File: config.mk
export PLATFORM = sky130hd
export DESIGN_NAME = debug_loader_flat
export DESIGN_NICKNAME = d
export VERILOG_FILES = /design/src/rtl/debug_loader_if.sv /design/src/rtl/debug_loader.sv /design/src/flat_wrapper.sv
export SDC_FILE = /design/constraint.sdc
export NUM_CORES = 1
export LEC_CHECK = 0
export ABC_AREA = 1
export CORE_AREA = 5 5 68 131
export DETAILED_ROUTE_END_ITERATION = 8
export DIE_AREA = 0 0 73 136
export GPL_TIMING_DRIVEN = 1
export PLACE_DENSITY = 0.81
export SETUP_SLACK_MARGIN = 0.4
export SLEW_MARGIN = 20
export SYNTH_ARGS = -nofsm -noshare
export SYNTH_HDL_FRONTEND = slang
export SYNTH_SLANG_ARGS = --single-unit
File: constraint.sdc
create_clock -name clk -period 2.9 [get_ports clk]
set_clock_uncertainty 0.15 [all_clocks]
set_input_delay 0.29 -clock clk [delete_from_list [all_inputs] [get_ports clk]]
set_output_delay 0.29 -clock clk [all_outputs]
set_load 0.005 [all_outputs]
File: src/rtl/debug_loader_if.sv
// rtl/debug_loader_if.sv - UART byte stream, response stream and instruction-memory write bus of debug_loader
// Parameters: SIZE (instruction word width), MAX_INSTRUCTION (instruction memory depth in words)
// Signals:
//   i_rx_data/i_rx_valid   received byte and its one-cycle strobe
//   o_tx_data/o_tx_valid   response byte, held until i_tx_ready accepts it
//   o_stall                processor pipeline freeze
//   o_inst_we/o_inst_addr/o_inst_data  one-cycle instruction-memory write
// Modports: master = debug_loader side, slave = UART / processor side
interface debug_loader_if #(
    parameter int SIZE            = 32,
    parameter int MAX_INSTRUCTION = 10
) ();
    localparam int ADDR_W = $clog2(MAX_INSTRUCTION);

    logic [7:0]        i_rx_data;
    logic              i_rx_valid;
    logic [7:0]        o_tx_data;
    logic              o_tx_valid;
    logic              i_tx_ready;
    logic              o_stall;
    logic              o_inst_we;
    logic [ADDR_W-1:0] o_inst_addr;
    logic [SIZE-1:0]   o_inst_data;

    modport master (
        input  i_rx_data, i_rx_valid, i_tx_ready,
        output o_tx_data, o_tx_valid, o_stall, o_inst_we, o_inst_addr, o_inst_data
    );

    modport slave (
        output i_rx_data, i_rx_valid, i_tx_ready,
        input  o_tx_data, o_tx_valid, o_stall, o_inst_we, o_inst_addr, o_inst_data
    );
endinterface

File: src/rtl/debug_loader.sv
// rtl/debug_loader.sv - UART-driven debug controller: halt/run the core and load instruction memory
// Parameters: SIZE (instruction word width), MAX_INSTRUCTION (memory depth in words)
// Ports:
//   clk   single clock, rising edge
//   rst   asynchronous active-low reset
//   bus   debug_loader_if.master: rx byte stream, tx response, o_stall, instruction write bus
// Commands (byte in IDLE): 'L' N <4*N bytes LE> load, 'R' run, 'H' halt; ACK 0x06 / NAK 0x15.
// Optional macro DEBUG_STEP_EN: 'S' while halted releases the stall for exactly one cycle.
module debug_loader #(
    parameter int SIZE            = 32,
    parameter int MAX_INSTRUCTION = 10
) (
    input  logic           clk,
    input  logic           rst,
    debug_loader_if.master bus
);
    localparam int         ADDR_W = $clog2(MAX_INSTRUCTION);
    localparam logic [7:0] MAX_N  = 8'(MAX_INSTRUCTION);
    localparam logic [7:0] ACK    = 8'h06;
    localparam logic [7:0] NAK    = 8'h15;

    typedef enum logic [2:0] {
        IDLE,
        LOAD_CNT,
        LOAD_DATA,
        WRITE,
`ifdef DEBUG_STEP_EN
        STEP,
`endif
        RESP
    } state_t;

    state_t            state_q, state_d;
    logic              stall_q, stall_d;
    logic [7:0]        tx_data_q, tx_data_d;
    logic              tx_valid_q, tx_valid_d;
    logic              inst_we_q, inst_we_d;
    logic [ADDR_W-1:0] inst_addr_q, inst_addr_d;
    logic [SIZE-1:0]   inst_data_q, inst_data_d;
    logic [7:0]        word_cnt_q, word_cnt_d;
    logic [1:0]        byte_cnt_q, byte_cnt_d;
    logic [7:0]        n_words_q, n_words_d;
    logic [23:0]       asm_q, asm_d;      // low three bytes of the word being assembled

    always_ff @(posedge clk or negedge rst) begin
        if (!rst) begin
            state_q     <= IDLE;
            stall_q     <= 1'b1;
            tx_data_q   <= 8'h00;
            tx_valid_q  <= 1'b0;
            inst_we_q   <= 1'b0;
            inst_addr_q <= '0;
            inst_data_q <= '0;
            word_cnt_q  <= 8'h00;
            byte_cnt_q  <= 2'd0;
            n_words_q   <= 8'h00;
            asm_q       <= 24'h0;
        end else begin
            state_q     <= state_d;
            stall_q     <= stall_d;
            tx_data_q   <= tx_data_d;
            tx_valid_q  <= tx_valid_d;
            inst_we_q   <= inst_we_d;
            inst_addr_q <= inst_addr_d;
            inst_data_q <= inst_data_d;
            word_cnt_q  <= word_cnt_d;
            byte_cnt_q  <= byte_cnt_d;
            n_words_q   <= n_words_d;
            asm_q       <= asm_d;
        end
    end

    // Every output is registered, so a command byte takes effect on the edge that samples it.
    always_comb begin
        state_d     = state_q;
        stall_d     = stall_q;
        tx_data_d   = tx_data_q;
        tx_valid_d  = tx_valid_q;
        inst_we_d   = 1'b0;
        inst_addr_d = inst_addr_q;
        inst_data_d = inst_data_q;
        word_cnt_d  = word_cnt_q;
        byte_cnt_d  = byte_cnt_q;
        n_words_d   = n_words_q;
        asm_d       = asm_q;

        case (state_q)
            IDLE: begin
                if (bus.i_rx_valid) begin
                    state_d    = RESP;
                    tx_valid_d = 1'b1;
                    tx_data_d  = NAK;
                    case (bus.i_rx_data)
                        8'h4C: begin
                            // loading is only allowed while the core is frozen
                            if (stall_q) begin
                                state_d    = LOAD_CNT;
                                tx_valid_d = 1'b0;
                                tx_data_d  = tx_data_q;
                            end
                        end
                        8'h52: begin
                            stall_d   = 1'b0;
                            tx_data_d = ACK;
                        end
                        8'h48: begin
                            stall_d   = 1'b1;
                            tx_data_d = ACK;
                        end
`ifdef DEBUG_STEP_EN
                        8'h53: begin
                            if (stall_q) begin
                                state_d    = STEP;
                                stall_d    = 1'b0;
                                tx_valid_d = 1'b0;
                                tx_data_d  = tx_data_q;
                            end
                        end
`endif
                        default: ;
                    endcase
                end
            end

            LOAD_CNT: begin
                if (bus.i_rx_valid) begin
                    if (bus.i_rx_data != 8'h00 && bus.i_rx_data <= MAX_N) begin
                        state_d    = LOAD_DATA;
                        n_words_d  = bus.i_rx_data;
                        word_cnt_d = 8'h00;
                        byte_cnt_d = 2'd0;
                    end else begin
                        state_d    = RESP;
                        tx_valid_d = 1'b1;
                        tx_data_d  = NAK;
                    end
                end
            end

            LOAD_DATA: begin
                if (bus.i_rx_valid) begin
                    if (byte_cnt_q == 2'd3) begin
                        state_d     = WRITE;
                        inst_we_d   = 1'b1;
                        inst_addr_d = word_cnt_q[ADDR_W-1:0];
                        inst_data_d = SIZE'({bus.i_rx_data, asm_q});
                        byte_cnt_d  = 2'd0;
                    end else begin
                        asm_d[byte_cnt_q*8 +: 8] = bus.i_rx_data;
                        byte_cnt_d               = byte_cnt_q + 2'd1;
                    end
                end
            end

            WRITE: begin
                word_cnt_d = word_cnt_q + 8'd1;
                if (word_cnt_q + 8'd1 == n_words_q) begin
                    state_d    = RESP;
                    tx_valid_d = 1'b1;
                    tx_data_d  = ACK;
                end else begin
                    state_d = LOAD_DATA;
                    // the host may stream the next word back-to-back
                    if (bus.i_rx_valid) begin
                        asm_d[7:0] = bus.i_rx_data;
                        byte_cnt_d = 2'd1;
                    end
                end
            end

`ifdef DEBUG_STEP_EN
            STEP: begin
                stall_d    = 1'b1;
                state_d    = RESP;
                tx_valid_d = 1'b1;
                tx_data_d  = ACK;
            end
`endif

            RESP: begin
                if (bus.i_tx_ready) begin
                    tx_valid_d = 1'b0;
                    state_d    = IDLE;
                end
            end

            default: state_d = IDLE;
        endcase
    end

    assign bus.o_stall     = stall_q;
    assign bus.o_tx_data   = tx_data_q;
    assign bus.o_tx_valid  = tx_valid_q;
    assign bus.o_inst_we   = inst_we_q;
    assign bus.o_inst_addr = inst_addr_q;
    assign bus.o_inst_data = inst_data_q;
endmodule

File: src/flat_wrapper.sv
// flat-port wrapper written by rule: the top's interface ports become plain ports
module debug_loader_flat 
#(
    parameter int SIZE            = 32,
    parameter int MAX_INSTRUCTION = 10
)
  (clk, rst, bus_i_rx_data, bus_i_rx_valid, bus_i_tx_ready, bus_o_tx_data, bus_o_tx_valid, bus_o_stall, bus_o_inst_we, bus_o_inst_addr, bus_o_inst_data);
  debug_loader_if #(.SIZE(SIZE), .MAX_INSTRUCTION(MAX_INSTRUCTION)) bus_i ();
  input  logic clk;
  input  logic rst;
  input wire logic [$bits(bus_i.i_rx_data)-1:0] bus_i_rx_data;
  input wire logic [$bits(bus_i.i_rx_valid)-1:0] bus_i_rx_valid;
  input wire logic [$bits(bus_i.i_tx_ready)-1:0] bus_i_tx_ready;
  output wire logic [$bits(bus_i.o_tx_data)-1:0] bus_o_tx_data;
  output wire logic [$bits(bus_i.o_tx_valid)-1:0] bus_o_tx_valid;
  output wire logic [$bits(bus_i.o_stall)-1:0] bus_o_stall;
  output wire logic [$bits(bus_i.o_inst_we)-1:0] bus_o_inst_we;
  output wire logic [$bits(bus_i.o_inst_addr)-1:0] bus_o_inst_addr;
  output wire logic [$bits(bus_i.o_inst_data)-1:0] bus_o_inst_data;
  assign bus_i.i_rx_data = bus_i_rx_data;
  assign bus_i.i_rx_valid = bus_i_rx_valid;
  assign bus_i.i_tx_ready = bus_i_tx_ready;
  assign bus_o_tx_data = bus_i.o_tx_data;
  assign bus_o_tx_valid = bus_i.o_tx_valid;
  assign bus_o_stall = bus_i.o_stall;
  assign bus_o_inst_we = bus_i.o_inst_we;
  assign bus_o_inst_addr = bus_i.o_inst_addr;
  assign bus_o_inst_data = bus_i.o_inst_data;
  debug_loader #(.SIZE(SIZE), .MAX_INSTRUCTION(MAX_INSTRUCTION)) u_core (.clk(clk), .rst(rst), .bus(bus_i));
endmodule
# Word-level counts from Yosys, hierarchy flattened
# Index checks and enable logic that the tools add are counted.
dict set report totals {
  latchBits 0
  mem_count 0
  in_bits 12
  mem_bits_ro 0
  register_bits 92
  mem_bits_rw 0
}
dict set report classes {
  n_eq_ne 21
  magnitude_cmp 1
  reduce_logical 20
  shift 2
  div_mod_pow 0
  addsub 3
  n_bitwise 1
  n_mul 0
  muxes 45
}
# op count
set ops {}
lappend ops {{$mux 8} 11}
lappend ops {{$pmux 8 s2} 3}
lappend ops {{$neg 5->34} 1}
lappend ops {{$shift 8x34->24 const A} 1}
lappend ops {{$shiftx 8x34->24} 1}
lappend ops {{$mux 3} 9}
lappend ops {{$bwmux 24} 1}
lappend ops {{$eq 8x7->1 const B} 3}
lappend ops {{$pmux 8 s3} 1}
lappend ops {{$reduce_and 6->1} 3}
lappend ops {{$ne 2x2->1 const B} 8}
lappend ops {{$pmux 3 s5} 1}
lappend ops {{$reduce_and 3->1} 5}
lappend ops {{$mux 2} 6}
lappend ops {{$mux 1} 10}
lappend ops {{$reduce_and 5->1} 2}
lappend ops {{$add 8x1->8 const B} 1}
lappend ops {{$eq 8x8->1} 1}
lappend ops {{$le 8x4->1 const B} 1}
lappend ops {{$reduce_bool 8->1} 1}
lappend ops {{$eq 3x2->1 const B} 2}
lappend ops {{$ne 2x1->1 const B} 3}
lappend ops {{$pmux 2 s3} 1}
lappend ops {{$reduce_bool 2->1} 3}
lappend ops {{other kinds (13)} 14}

# Logic depth before layout (Yosys ltp)
# Gate-level depths: netlist (run 1).
dict set report logic_depth {
  ltp_word 6
  ltp_mapped 14
}

# Worst setup path before layout (run 1)
# OpenSTA, ideal clock, no wires.
dict set report synth_path {
  path_kind {register to register}
  start {register u_core.word_cnt_q[0]}
  end {register u_core.byte_cnt_q[0]}
  required_time_ps 2633
  arrival_ps 1593
  synth_period_minus_slack_ps 1860
  stages_incl_launch_ff 15
  slack_ps 1040
  setup_time_ps 117
  cell_sequence {dfrtp_1 > ha_1 > nand2_2 > nor2_4 > nand2_1 > nand2_1 > nand2_1 > nand2_1 > nor2_1 > nand2_1 > nor2_2 > nand3_2 > buf_6 > nand3_1 > nand2_1}
}
dict set report synth_via {
  elab_chain_len 4
}
# item line
set synth_lines {}
lappend synth_lines {{start, declared} debug_loader.sv:40} ;# logic [7:0] word_cnt_q, word_cnt_d;
lappend synth_lines {{start signal, assigned} debug_loader.sv:66} ;# word_cnt_q <= word_cnt_d;
lappend synth_lines {{$add 8x1->8} debug_loader.sv:157} ;# if (word_cnt_q + 8'd1 == n_words_q) begin
lappend synth_lines {{$eq 8x8->1} debug_loader.sv:157}
lappend synth_lines {{$ne 2x2->1 (no line)} n/a}
lappend synth_lines {{$reduce_and 6->1 (no line)} n/a}
lappend synth_lines {{end signal, assigned} debug_loader.sv:67} ;# byte_cnt_q <= byte_cnt_d;
lappend synth_lines {{end, declared} debug_loader.sv:41} ;# logic [1:0] byte_cnt_q, byte_cnt_d;
# Every way passes these cells.
# A chain may end at the register's enable or synchronous reset.

# Worst setup path in the final report (run 1)
dict set report layout_path {
  start {register u_core.word_cnt_q[0]}
  end {register u_core.asm_q[0]}
}
dict set report layout_via {
  elab_chain_len 4
}
# item line
set layout_lines {}
lappend layout_lines {{$add 8x1->8} debug_loader.sv:157}
lappend layout_lines {{$eq 8x8->1} debug_loader.sv:157}
lappend layout_lines {{$ne 2x2->1 (no line)} n/a}
lappend layout_lines {{$reduce_and 5->1 (no line)} n/a}
lappend layout_lines {{end signal, assigned} debug_loader.sv:69} ;# asm_q <= asm_d;
lappend layout_lines {{end, declared} debug_loader.sv:43} ;# logic [23:0] asm_q, asm_d;
# Every way passes these cells.

==> results of run 1 <==
how the worst max path moves through the flow:
stage / endpoint / cells past startpoint / startpoint / slack, ns
final: u_core.asm_q[0] / 13 / u_core.word_cnt_q[0] / 0.67
after global routing: u_core.asm_q[0] / 13 / u_core.word_cnt_q[0] / 0.42
after CTS: u_core.asm_q[0] / 13 / u_core.word_cnt_q[0] / 0.67
after detailed placement: u_core.bus.o_inst_data[16] / 5 / bus_i_rx_valid / 0.48
after global placement: u_core.word_cnt_q[1] / 9 / bus_i_rx_data[3] / 0.49
after floorplan: u_core.byte_cnt_q[0] / 14 / u_core.word_cnt_q[0] / 1.04
per-layer routing:
layer | global-route usage (%) | wire length, um
met3 | 3.85 | 452
met1 | 24.2 | 3650
met5 | 0 | 0
met2 | 32.0 | 4420
met4 | 8.11 | 229
cell usage after synthesis:
| library cell | count | area share, % |
|---|---|---|
| buf_4 | 5 | 0.92 |
| nand2_2 | 4 | 0.61 |
| buf_2 | 5 | 0.61 |
| xor2_1 | 1 | 0.21 |
| and3_1 | 2 | 0.31 |
| buf_6 | 1 | 0.27 |
| nor2_2 | 4 | 0.61 |
| nand3_1 | 51 | 6.2 |
| nand3b_1 | 2 | 0.37 |
| dfrtp_1 | 86 | 53 |
| nand4_1 | 6 | 0.92 |
| o21ai_1 | 3 | 0.37 |
| clkbuf_1 | 5 | 0.46 |
| inv_1 | 57 | 5.2 |
| xnor2_1 | 1 | 0.21 |
| nor2_4 | 5 | 1.4 |
| conb_1 | 1 | 0.092 |
| a21oi_4 | 1 | 0.40 |
| o32ai_1 | 1 | 0.21 |
| nand2_1 | 134 | 12 |
| and2_1 | 1 | 0.15 |
| buf_1 | 1 | 0.092 |
| nor2_1 | 39 | 3.6 |
| ha_1 | 5 | 1.5 |
| o21ai_0 | 56 | 6.8 |
| o21bai_1 | 1 | 0.18 |
| inv_2 | 6 | 0.55 |
| a21oi_1 | 2 | 0.24 |
| nor3_1 | 6 | 0.73 |
| nand3_2 | 2 | 0.49 |
| dfstp_2 | 1 | 0.64 |
| o22ai_1 | 4 | 0.61 |
| a31oi_1 | 1 | 0.15 |
final cells by class:
cell class              instances  area (um^2)  area share [%]
clock buffers                   9          225            4.52
clock inverters                 7         55.1            1.11
inverters                      63          236            4.75
multi-input cells             336         1600            32.1
flip-flops and latches         87         2180            43.7
well taps                      96          120            2.41
repair buffers                 56          568            11.4
sequential cells by signal, summed over array words and instances (netlist names):
register	count
u_core.bus.o_inst_addr	4
u_core.bus.o_inst_data	32
u_core.word_cnt_q	8
u_core.asm_q	24
u_core.byte_cnt_q	2
u_core.bus.o_inst_we	1
u_core.bus.o_tx_valid	1
u_core.bus.o_stall	1
u_core.bus.o_tx_data	3
u_core.n_words_q	8
u_core.state_q	3
cell families after synthesis:
kind of cell / after synthesis
adders and majority gates: 5
AOI/OAI and AO/OA: 69
buffers and inverters: 80
xor gates and xnor gates: 2
other: 1
and+or+nand+nor: 256
DFF: 87
placed cells by master, fill, tap and decap left out, drive strengths merged, types with 5 or more instances in the layout:
cell,n
nand2,138
dfrtp,86
inv,66
o21ai,59
clkdlybuf4s50,53
nand3,53
nor2,48
clkbuf,9
nor3,6
nand4,6
ha,5
power by group:
group | internal [mW] | total [mW] | switching (mW)
combinational | 0.103 | 0.211 | 0.109
clock | 0.590 | 1.09 | 0.495
sequential | 1.25 | 1.28 | 0.0253
total | 1.95 | 2.58 | 0.629
repair_timing:
action                                 in CTS  in global routing
hold buffers                                1                  0
setup buffers                               0                  0
setup endpoints to repair                   0                  0
endpoints found under the hold margin      38                  0
critical path, stage by stage, from the launching register on:
cell and delay (ns):
dfrtp_1 0.49, ha_1 0.25, nand2_2 0.10, nor2_4 0.12, nand2_1 0.08, nand3_1 0.07, nand2_1 0.08, nor2_1 0.11
nand2_1 0.07, nor2_2 0.08, nand3_2 0.21, nand2_2 0.22, nand2_1 0.07, nand2_1 0.06
==> flow_summary.ini, run 1 <==
[timing]
finalCritPeriodShare_pct = 77.0
fin_crit_ns = 2.23
fin_ws_ns = 0.668
holdWs_ns = 0.299
slew_headroom_pct = 41.9
fin_tns_setup_ns = 0
hold_viol_final = 0
worst_slew_pin_slew_ns = 0.871
maxSlewViolCount = 0
timing.fmax_ghz = 0.448
rsz0062_at_grt = false
finalSetupViolCount = 0

[routing]
num_vias = 3354
wl_mm = 8.76
drt-pass1-iter-count = 4
wl_per_cell_um = 13.4
ant_nets = 0
first_iter_violations = 287
drc = 0
vias_per_cell = 5.13

[synthesis]
synth_top_family_by_area = simple AND/OR/NAND/NOR gates
synth_compound_area_share_pct = 9.01
synth_mux_area_share_pct = 0
synth_xor_area_share_pct = 0.428
synth_cell_types = 33
synth_warnings = 0
ys_seq_area_share_pct = 53.2
synth.avg_cell_area_um2 = 8.19
synth_fa_ha_area_share_pct = 1.53
syn_inst = 500
synth_simple_gate_area_share_pct = 27.6
syn_area_um2 = 4100
ys_ff_latch = 87

[cells_and_area]
antenna_cells = 0
final_cells = 654
postLayoutCellArea_um2 = 4980
final_util_pct = 63.6
nFillCells = 697
syn_to_final_growth_pct = 21.6
final_nets = 570
final_layout_size_suffix_gt1_share_pct = 7.35

[pwr]
power_density_nw_per_um2 = 517
leakagePower_nw = 2.55
fin_total_pwr_mw = 2.58
ir_worst_vdd_mv = 0.384

[die]
initial_core_util_pct = 52.3
die-height_um = 136
row_count = 46
pin_count = 59
die_width_um = 73
core_area_um2 = 7830
die-area_um2 = 9930

[placed_design]
dp.final_hpwl_mm = 6.36
io_buffers = 54
pre_cts_ws_ns = 0.483
gp_congestion = 0.905
dp.cells = 637
placed_cell_area_um2 = 4690

[global_route]
grt_max_degree = 65
antenna_found_initial = 0
grt_pass1_wl_mm = 15.0
overflow = 0
grt_pass1_vias = 3175
grt_usage_pct = 19.4

[cts]
root_buffer = clkbuf_16
clk_pin_slew_ns = 0.06
clockBufferDepth = 2
clock-sinks = 87
numCtsBuffers = 9
ctsResizeCount = 0
clkLatencyLatePin_ns = 0.35
cts_tree = built
cts-htree-levels = 3

[setup_path]
r2r_end = u_core.asm_q[0]
r2r_start = u_core.word_cnt_q[0]
start_kind = register
cp-end-kind = register
setup.worst_path.class = register to register
rrSetupSlack_ns = 0.67
critPathArrivalTime_ns = 2.36
crit_fanout = 12
cp.required_ns = 3.03
rr_worst_depth = 13

[min_path]
min_path_type = input port to asynchronous set/reset pin

[run]
maxCapViolations = 0

[status]
status = finished clean
No activity file was read; power rests on OpenSTA's default activity.
==> run 2: changes to the inputs <==
Settings changed: CORE_AREA 5 5 68 131 to 5 5 68 132, DIE_AREA 0 0 73 136 to 0 0 73 137, PLACE_DENSITY 0.81 to 0.8.
Clock period 2.9 ns to 2.29 ns, I/O delays scaled along.
==> flow_summary.ini, run 2 (synthesized netlist as in run 1, its figures left out) <==
[cts]
clkLatencyLatePin_ns = 0.34
cts_tree = built
clock-sinks = 87
clockBufferDepth = 2
cts-htree-levels = 3
clk_pin_slew_ns = 0.07
numCtsBuffers = 9
root_buffer = clkbuf_16

[timing]
finalCritPeriodShare_pct = 87.1
fin_tns_setup_ns = 0
maxSlewViolCount = 0
fin_crit_ns = 1.99
hold_viol_final = 0
finalSetupViolCount = 0
holdWs_ns = 0.161
rsz0062_at_grt = true
fin_ws_ns = 0.296
timing.fmax_ghz = 0.502

[placed_design]
dp.final_hpwl_mm = 6.95
gp_congestion = 0.921
pre_cts_ws_ns = 0.0877
placed_cell_area_um2 = 4780
dp.cells = 648
io_buffers = 54

[setup_path]
crit_path_max_incr_delay_ns = 0.42
start_kind = register
critPathArrivalTime_ns = 2.07
setup.worst_path.class = register to register
critical_path.cell_chain = ha_4, nand2_4, nor2_4, nand2_2, nand2_1, nand2_1, nand2_2, nor2_2, nand2_2, nor2_4, nand3_4, nand3_1, nand2_1
cp-end-kind = register
crit_fanout = 6
cp.required_ns = 2.36
crit_slowest_cell = dfrtp_1

[routing]
wl_met3_um = 492
num_vias = 3582
met1Wirelength_mm = 3.78
first_iter_violations = 337
vias_per_cell = 5.29
drt-pass1-iter-count = 4
ant_nets = 0
routed.top_layer = met4
route.met2.wl_mm = 5.11
wl_mm = 9.90
wl_per_cell_um = 14.6
drc = 0

[pwr]
comb_power_share_pct = 9.2
power_density_nw_per_um2 = 616
ir_worst_vdd_mv = 0.549
leakagePower_nw = 2.70
fin_total_pwr_mw = 3.31
seqPwrFrac_pct = 48.9
power.share.clock_pct = 41.9
switching_power_mw = 0.799
sw_frac_of_total_pct = 24.1
p_int_mw = 2.51

[global_route]
grt_pass1_wl_mm = 16.7
grt_usage_pct = 21.3
antenna_found_initial = 0
grt_pass1_vias = 3613
overflow = 0
grt_max_degree = 45

[cells_and_area]
antenna_cells = 0
final_layout_size_suffix_gt1_share_pct = 17.9
final_cells = 677
postLayoutCellArea_um2 = 5370
largest_register_ffs = 32
final_common_cell = nand2_1
final_nets = 593
syn_to_final_growth_pct = 31.2
final_util_pct = 68.7
final_cell_mix = nand2_1, dfrtp_1, inv_1

[die]
initial_core_util_pct = 52.3
pin_count = 59
die-area_um2 = 10000
die-height_um = 137
die_width_um = 73
row_count = 46
core_area_um2 = 7830

[status]
status = finished clean

[min_path]
min_path_type = input port to asynchronous set/reset pin

[run]
maxCapViolations = 0
## run 2: critical path, delay by kind of cell (launching register included)
family	cells	cell delay, ns
fa+ha+maj	1	0.19
flops	1	0.42
simple gates	12	1.13
## run 2: power by group through the flow
stage	registers, mW	clock network [mW]	logic (mW)
final	1.62	1.39	0.305
after floorplan	1.65	0	0.116
after global placement	1.65	0	0.272
after CTS	1.62	1.41	0.292
after global routing	1.63	1.48	0.340
after detailed placement	1.65	0	0.277
## run 2: per-layer routing
| metal | up-vias | GRT usage, % |
|---|---|---|
| li1 | 1749 | - |
| met1 | 1669 | 26.5 |
| met2 | 120 | 34.4 |
| met3 | 44 | 3.38 |
| met4 | 0 | 11.9 |
| met5 | - | 0 |
## run 2: layout make-up
cell class,count,area [um^2]
clock inverter,6,50.0
inverter,63,236
sequential,87,2180
clock buffer,10,239
timing repair buffer,78,756
tap,96,120
fill,618,2450
multi-input combinational,337,1790
## run 2: path summary, 6_finish.rpt
| path | startpoint | slack [ns] | depth (start not counted) | to |
|---|---|---|---|---|
| setup / recovery | u_core.word_cnt_q[0] | 0.30 | 13 | u_core.asm_q[2] |
| hold / removal | rst | 0.16 | 2 | u_core.bus.o_inst_data[21] |
| setup reg to reg | u_core.word_cnt_q[0] | 0.30 | 13 | u_core.asm_q[2] |
| hold reg to reg | u_core.bus.o_inst_data[4] | 0.32 | 2 | u_core.bus.o_inst_data[4] |
| max in group asynchronous | rst | 1.22 | 3 | u_core.bus.o_inst_data[2] |
| min in group clk | bus_i_rx_data[3] | 0.19 | 3 | u_core.bus.o_inst_data[27] |
## run 2: what timing repair did
| item | CTS | global route |
|---|---|---|
| gates cloned | 1 | 0 |
| resized for setup | 20 | 37 |
| hold buffers | 1 | 0 |
| setup buffers | 7 | 4 |
| hold endpoints to repair | 77 | 0 |
| endpoints found under the setup margin | 25 | 39 |
| pin swaps | 13 | 17 |
